### config.mk
export PLATFORM = sky130hd
export DESIGN_NAME = mem_access
export DESIGN_NICKNAME = d
export VERILOG_FILES = /design/src/rtl/mem_access.sv
export SDC_FILE = /design/constraint.sdc
export NUM_CORES = 1
export LEC_CHECK = 0
export ABC_AREA = 1
export ABC_CLOCK_PERIOD_IN_PS = 2060
export BUFFER_PORTS_ARGS = -buffer_cell sky130_fd_sc_hd__buf_4
export CAP_MARGIN = 40
export CORE_AREA = 2 2 149 151
export DETAILED_ROUTE_END_ITERATION = 10
export DIE_AREA = 0 0 151 153
export PLACE_DENSITY = 0.55
export SYNTH_ARGS = -nofsm -noshare
export SYNTH_HDL_FRONTEND = slang
export SYNTH_SLANG_ARGS = --single-unit
### constraint.sdc
create_clock -name clk -period 2.06 [get_ports clk]
set_input_delay 0.309 -clock clk [delete_from_list [all_inputs] [get_ports clk]]
set_output_delay 0.309 -clock clk [all_outputs]
set_load 0.1 [all_outputs]
### src/rtl/mem_access.sv
// Memory-access pipeline stage: turns the EX/MEM load/store into a single
// outstanding bus request, aligns store data and extends load data.
`ifndef RegDataWidth
`define RegDataWidth 32
`endif
`ifndef RegAddrWidth
`define RegAddrWidth 5
`endif

module mem_access (
    input  logic                       clk,
    input  logic                       rst,
    input  logic [3:0]                 mem_op,
    input  logic [`RegDataWidth-1:0]   ALU_data,
    input  logic [`RegDataWidth-1:0]   store_data,
    input  logic [`RegAddrWidth-1:0]   target,
    input  logic                       WriteReg,
    input  logic                       MemOrAlu,
    input  logic                       we_hi,
    input  logic                       we_lo,
    input  logic [`RegDataWidth-1:0]   hi,
    input  logic [`RegDataWidth-1:0]   lo,
    input  logic                       hold_in,
    input  logic [`RegDataWidth-1:0]   bus_rdata,
    input  logic                       bus_ack,
    output logic [`RegDataWidth-1:0]   ALU_data_out,
    output logic [`RegAddrWidth-1:0]   target_out,
    output logic                       WriteReg_out,
    output logic                       MemOrAlu_out,
    output logic                       we_hi_out,
    output logic                       we_lo_out,
    output logic [`RegDataWidth-1:0]   hi_out,
    output logic [`RegDataWidth-1:0]   lo_out,
    output logic [`RegDataWidth-1:0]   MEM_data_out,
    output logic                       stall_req,
    output logic                       misalign_exc,
    output logic                       bus_req,
    output logic                       bus_we,
    output logic [`RegDataWidth-1:0]   bus_addr,
    output logic [3:0]                 bus_sel,
    output logic [`RegDataWidth-1:0]   bus_wdata
);

    localparam logic [3:0] OP_LB  = 4'd1;
    localparam logic [3:0] OP_LBU = 4'd2;
    localparam logic [3:0] OP_LH  = 4'd3;
    localparam logic [3:0] OP_LHU = 4'd4;
    localparam logic [3:0] OP_LW  = 4'd5;
    localparam logic [3:0] OP_SB  = 4'd6;
    localparam logic [3:0] OP_SH  = 4'd7;
    localparam logic [3:0] OP_SW  = 4'd8;

    typedef enum logic [1:0] {
        IDLE = 2'd0,
        BUSY = 2'd1,
        DONE = 2'd2
    } state_t;

    state_t      state_r;
    state_t      state_nxt_s;
    logic [3:0]  op_r;
    logic [1:0]  addr_lo_r;
    logic        is_mem_s;
    logic        is_store_s;
    logic        misalign_raw_s;
    logic        issue_s;
    logic        complete_s;

    function automatic logic [3:0] lane_sel(input logic [3:0] op, input logic [1:0] a);
        case (op)
            OP_LB, OP_LBU, OP_SB: lane_sel = 4'b0001 << a;
            OP_LH, OP_LHU, OP_SH: lane_sel = a[1] ? 4'b1100 : 4'b0011;
            OP_LW, OP_SW:         lane_sel = 4'b1111;
            default:              lane_sel = 4'b0000;
        endcase
    endfunction

    function automatic logic [31:0] lane_wdata(input logic [3:0] op, input logic [31:0] d);
        case (op)
            OP_SB:   lane_wdata = {4{d[7:0]}};
            OP_SH:   lane_wdata = {2{d[15:0]}};
            OP_SW:   lane_wdata = d;
            default: lane_wdata = 32'd0;
        endcase
    endfunction

    function automatic logic is_misaligned(input logic [3:0] op, input logic [1:0] a);
        case (op)
            OP_LH, OP_LHU, OP_SH: is_misaligned = a[0];
            OP_LW, OP_SW:         is_misaligned = (a != 2'b00);
            default:              is_misaligned = 1'b0;
        endcase
    endfunction

    // Stores fall to the default arm, so they complete with a zero result.
    function automatic logic [31:0] load_extract(input logic [3:0] op, input logic [1:0] a,
                                                 input logic [31:0] rdata);
        logic [7:0]  byte_v;
        logic [15:0] half_v;
        byte_v = rdata[{a, 3'b000} +: 8];
        half_v = rdata[{a[1], 4'b0000} +: 16];
        case (op)
            OP_LB:   load_extract = {{24{byte_v[7]}}, byte_v};
            OP_LBU:  load_extract = {24'd0, byte_v};
            OP_LH:   load_extract = {{16{half_v[15]}}, half_v};
            OP_LHU:  load_extract = {16'd0, half_v};
            OP_LW:   load_extract = rdata;
            default: load_extract = 32'd0;
        endcase
    endfunction

    assign ALU_data_out = ALU_data;
    assign target_out   = target;
    assign WriteReg_out = WriteReg & ~misalign_exc;
    assign MemOrAlu_out = MemOrAlu;
    assign we_hi_out    = we_hi;
    assign we_lo_out    = we_lo;
    assign hi_out       = hi;
    assign lo_out       = lo;

    // Decode of the operation currently presented by EX/MEM.
    always_comb begin
        is_mem_s       = (mem_op >= OP_LB) && (mem_op <= OP_SW);
        is_store_s     = (mem_op >= OP_SB) && (mem_op <= OP_SW);
        misalign_raw_s = is_misaligned(mem_op, ALU_data[1:0]);
    end

    // State register.
    always_ff @(posedge clk) begin
        if (rst) begin
            state_r <= IDLE;
        end else begin
            state_r <= state_nxt_s;
        end
    end

    // Next-state, stall and exception decode.
    always_comb begin
        state_nxt_s  = state_r;
        stall_req    = 1'b0;
        misalign_exc = 1'b0;
        issue_s      = 1'b0;
        complete_s   = 1'b0;
        case (state_r)
            IDLE: begin
                if (is_mem_s && misalign_raw_s) begin
                    misalign_exc = 1'b1;
                    state_nxt_s  = IDLE;
                end else if (is_mem_s) begin
                    stall_req   = 1'b1;
                    issue_s     = 1'b1;
                    state_nxt_s = BUSY;
                end else begin
                    state_nxt_s = IDLE;
                end
            end
            BUSY: begin
                stall_req = 1'b1;
                if (bus_ack) begin
                    complete_s  = 1'b1;
                    state_nxt_s = DONE;
                end else begin
                    state_nxt_s = BUSY;
                end
            end
            DONE: begin
                if (hold_in) begin
                    state_nxt_s = DONE;
                end else begin
                    state_nxt_s = IDLE;
                end
            end
            default: begin
                state_nxt_s = IDLE;
            end
        endcase
    end

    // Bus request registers and load result; the low address bits are kept
    // so extraction uses the issued address, not whatever EX/MEM holds now.
    always_ff @(posedge clk) begin
        if (rst) begin
            bus_req      <= 1'b0;
            bus_we       <= 1'b0;
            bus_addr     <= 32'd0;
            bus_sel      <= 4'b0000;
            bus_wdata    <= 32'd0;
            MEM_data_out <= 32'd0;
            op_r         <= 4'd0;
            addr_lo_r    <= 2'b00;
        end else if (issue_s) begin
            bus_req   <= 1'b1;
            bus_we    <= is_store_s;
            bus_addr  <= {ALU_data[31:2], 2'b00};
            bus_sel   <= lane_sel(mem_op, ALU_data[1:0]);
            bus_wdata <= lane_wdata(mem_op, store_data);
            op_r      <= mem_op;
            addr_lo_r <= ALU_data[1:0];
        end else if (complete_s) begin
            bus_req      <= 1'b0;
            bus_we       <= 1'b0;
            bus_sel      <= 4'b0000;
            MEM_data_out <= load_extract(op_r, addr_lo_r, bus_rdata);
        end else begin
            bus_req <= bus_req;
        end
    end

endmodule

# == Word level (Yosys, flattened, before mapping) ==
# Index checks and enable logic that the tools add are counted.
# Widths: inputs -> output; s select.
# op_classes
n_mux,23
bitwise,3
n_reduce_logical,10
eq_ne,15
magnitude_cmp,3
shift,3
# op_table
operator,n
$pmux 32 s5,1
$pmux 32 s3,1
$shiftx 32x6->16,1
$shiftx 32x6->8,1
$eq 4x3->1 const B,6
$eq 4x2->1 const B,4
$mux 1,12
$mux 4,3
$pmux 4 s3,1
$eq 4x1->1 const B,2
$pmux 2 s3,1
$reduce_or 3->1,2
$eq 4x4->1 const B,1
$ge 4x1->1 const B,1
$ge 4x3->1 const B,1
$le 4x4->1 const B,1
$mux 2,2
$pmux 1 s2,2
$reduce_bool 2->1,2
$shl 1x2->4 const A,1
$logic_and 1x1->1,3
$eq 2x1->1 const B,1
$eq 2x2->1 const B,1
$logic_not 2->1,1
other kinds (4),5
# totals
regBits,108
inputBits,177
output_inout_bits,209
word_cells,66

# == Logic depth before layout (Yosys ltp) ==
# logic_depth
word_depth,8
mapped_depth,11
depth_no_buf,9

# == Least setup slack after synthesis ==
# Ideal clock, no wire load.
# synth_path
path_type,input-to-output
from,input port mem_op[1]
to,output port WriteReg_out
path_slack_ns,-1.755
required_time_ns,1.751
cell_stages,7
arrival_time_ns,3.506
path_cell_list,buf_2 nor2_4 a21oi_1 nor2_1 inv_2 a21oi_1 nor2_1
# synth_via
elab_chain_cells,8
elab_cells_between_ends,16
classes_between,order compare (2); eq/ne (5); mux (3); bitwise (2); reduce/logical (4)
# synth_rtl
item,line,source
"start, declared",13,"input logic [3:0] mem_op,"
"$eq 4x3->1, or another cell as far along",88,case (op)
$reduce_or 3->1 or $reduce_or 2->1 (tied branches),88,
$pmux 1 s2,88,
$logic_and 1x1->1 *,146,if (is_mem_s && misalign_raw_s) begin
$mux 1 *,146,
$mux 1 *,144,case (state_r)
via misalign_exc,36,"output logic misalign_exc,"
$not 1->1 *,114,assign WriteReg_out = WriteReg & ~misalign_exc;
$and 1x1->1 *,114,
"end, declared",28,"output logic WriteReg_out,"
# Mark *: on every way through the listed nets, which the timed path passes. The rest lies on a longest branch.

# == Worst setup path after layout ==
# layout_path
from,register state_r[0]
to,output port misalign_exc
# layout_via
elab_chain_cells,2
# layout_rtl
item,line,source
"start, declared",59,state_t state_r;
"start signal, assigned",133,state_r <= state_nxt_s;
$logic_not 2->1,144,
$mux 1,144,
"end, declared",36,
# No other way between the ends.

==> results.txt <==
- Number of diodes: 0
- Initial antenna violation count: 0
* Final max-slew violation count: 0
- Row generation in the floorplan step produced 54 rows.
* Count of antenna-violating nets left after detailed routing: 0
* Final Setup Violations: 0
* Slack of the critical path: 0.111 ns
- Before CTS, the worst setup slack after placement is 0.113 ns.
- The floorplan step set the die height to 153 um.
* Cells on worst reg2reg path: 8
- STA puts the critical path data required time at 1.75 ns.
- R2r endpoint: MEM_data_out[6]
- Maximum vdd ir drop: 0.380 mV
- The final count of hold timing violations was 0.
- Port-buffer cells: 239
* GR Util All Layers: 0.164
- Wire length of the first global-routing pass: 30000 um
- Portion of the post-synthesis area used by sequential elements: 0.359
* Setup slack of the worst register-to-register path: 0.34 ns
- Setup crit end: misalign_exc
* Hold-fix buffers at CTS: 0
- Leaving out fill and tap cells, the most frequent cell in the layout is nand2_1.
- Number of instances in the synthesized netlist: 896
- The routed design has 19600 um of wire.
* Clock root buffer master: clkbuf_16
* Worst-Skew Late Latency: 0.36 ns
- Via count of the routed design: 6036
- Across the routed clock network, the largest skew measured is 0.0103 ns.
* Per-cell via count in the routed design: 4.67
- Maximum number of pins on one net before global-route repair: 56
- After detailed routing, the average wire length per cell comes to 15.1 um.
- Number of synthesized register bits: 108
* Share of the clock period used by the worst path after layout: 0.946
- Clock period minus worst slack: 1.95 ns
* Detailed-route DRC error count: 0
* Hold Crit Class: primary input to flop
- Area of the die: 23100 sq um
- The flow ran to the end, and the final reports show no timing, DRC or antenna violations.
- After clock tree synthesis, the clock-pin slew on the worst setup and hold paths is 0.08 ns.
- The tool flagged a number of max-cap violations equal to 0.
- Worst Path Max Fanout: 4
- Chip width: 151 um
- For this configuration, the core starts out at a cell density of 0.280.
* Boundary pin count: 386
- The top cell types in the final layout, fill and taps aside, are 267 x nand2_1, 254 x buf_4, 155 x nand3_1.
* Number of resized instances in the post-cts repair step: 3
* Vias in the first global route: 5644
- The worst setup path is captured at an output pin.
* Area delta synth->final: 26.6%
- Final non-filler cell area: 7620 sq um
- Power per Cell Area: 783 nW/um^2
- Synthesis instantiated 24 different standard cells from the library.
- RSZ-0062 raised after global routing: false
- NumNets Final: 1185
* Startpoint kind of the worst setup timing path: flop
- TritonCTS clock tree: built
* Sum of overflow across all layers after global routing: 0
- The worst setup path is of the flop to output pin kind.
* Detailed Place HPWL: 14400 um
- Worst-Margin Slew: 0.630 ns
* R2R Path Start: op_r[1]
* Standard cell area after detailed placement: 7320 sq um
- For the worst setup path, the data arrival time is 1.64 ns.
* Fraction of final layout cells with drive strength greater than 1: 0.288
- Synth warnings: 0
- Number of H-tree branching levels: 3
- Violation count after the first detailed-route iteration: 273
- The critical path starts at state_r[0].
* Number of setup buffers added after CTS: 0
- Number of buffers created by CTS: 9
- Length of the first detailed-routing pass in iterations: 4
- Overall power after layout: 5.96 mW
- Worst slew margin relative to its limit: 0.580
- At the end of routability-driven placement, the weighted congestion stood at 0.857.
- Yosys attributes the largest share of cell area to dfxtp_1 36%, nand2_1 17%, buf_4 13%.
- Final hold analysis gives a worst-case slack of 0.209 ns.
* Sink count of the clock tree: 108
- The longest clock path from root to sink contains 2 buffers.
* Yosys top cell by area: dfxtp_1
- Dividing the synthesized area by the synthesized cell count gives 6.71 sq um.
- Summing every instance area after synthesis gives 6010 sq um.
- The total area inside the core boundary comes to 21500 sq um.
- In this run the static leakage power is 3.53 nW.
- Share of the synthesized area in the top cell type: 0.359
- Maximum clock frequency: 0.513 GHz
-- worst min path at each step --
stage	startpoint	end	slack, ns	cells after the start
3_3_place_gp	bus_wdata[7]	bus_wdata[7]	0.45	2
6_report	hold_in	state_r[1]	0.21	3
4_1_cts	hold_in	state_r[1]	0.19	3
5_1_grt	ALU_data[11]	bus_addr[11]	0.21	3
3_5_place_dp	bus_addr[26]	bus_addr[26]	0.46	2
2_1_floorplan	ALU_data[16]	bus_addr[16]	0.45	2
-- cell usage after synthesis (all sizes together) --
cell    number
o21a         4
clkinv       1
buf        126
nand3b       2
conb         1
nor2        21
nor3         1
dfxtp      108
a21oi      114
and2         2
nand2      269
o21ai       21
nand3      156
clkbuf      33
inv         37
-- metal layers --
| layer | global-route usage | share of wire | vias to the layer above |
|---|---|---|---|
| li1 | - | - | 3028 |
| met1 | 0.201 | 0.42 | 2740 |
| met2 | 0.264 | 0.46 | 235 |
| met3 | 0.0701 | 0.11 | 33 |
| met4 | 0.0418 | 0.018 | 0 |
| met5 | 0 | 0 | - |
-- metrics by stage --
stage | util | std cells | setup TNS, ns
after floorplan | - | 897 | -0.0868
after global placement | 0.341 | 1277 | 0
after detailed placement | 0.341 | 1277 | 0
after CTS | 0.354 | 1293 | 0
after global routing | 0.354 | 1293 | 0
final | 0.354 | 1293 | 0
-- power breakdown --
group	internal (mW)	switching (mW)
combinational	0.489	1.53
sequential	2.19	0.0599
clock	0.840	0.862
-- cell type report --
cell class / count / area (sq um)
inverter: 38 / 143
tap: 280 / 350
clock inverter: 7 / 55.1
clock buffer: 9 / 225
timing repair buffer: 259 / 1990
sequential: 108 / 2160
multi-input combinational: 592 / 2690
fill: 2388 / 13900
-- worst max-delay path, cell delays in order (launching register included) --
cell and delay (ns):
dfxtp_1 0.35, nor2_2 0.14, nand2_1 0.08, nor2_2 0.16, inv_2 0.10, a21oi_4 0.23, buf_8 0.24
-- state kept, by name, summed over array words and instances (netlist names) --
register / count
bus_req: 1
addr_lo_r: 2
bus_sel: 4
bus_we: 1
bus_addr: 30
bus_wdata: 32
MEM_data_out: 32
state_r: 2
op_r: 4
-- cell families (layout without fill, tap and decap cells) --
kind of cell / after synthesis / after routing / synth area share
and+or+nand+nor: 451 / 451 / 0.323
buffers and inverters: 197 / 313 / 0.199
AOI/OAI and AO/OA: 139 / 139 / 0.117
DFF: 108 / 108 / 0.359
other: 1 / 2 / 0.000623
Note: power is estimated with default switching activity, not from simulation.
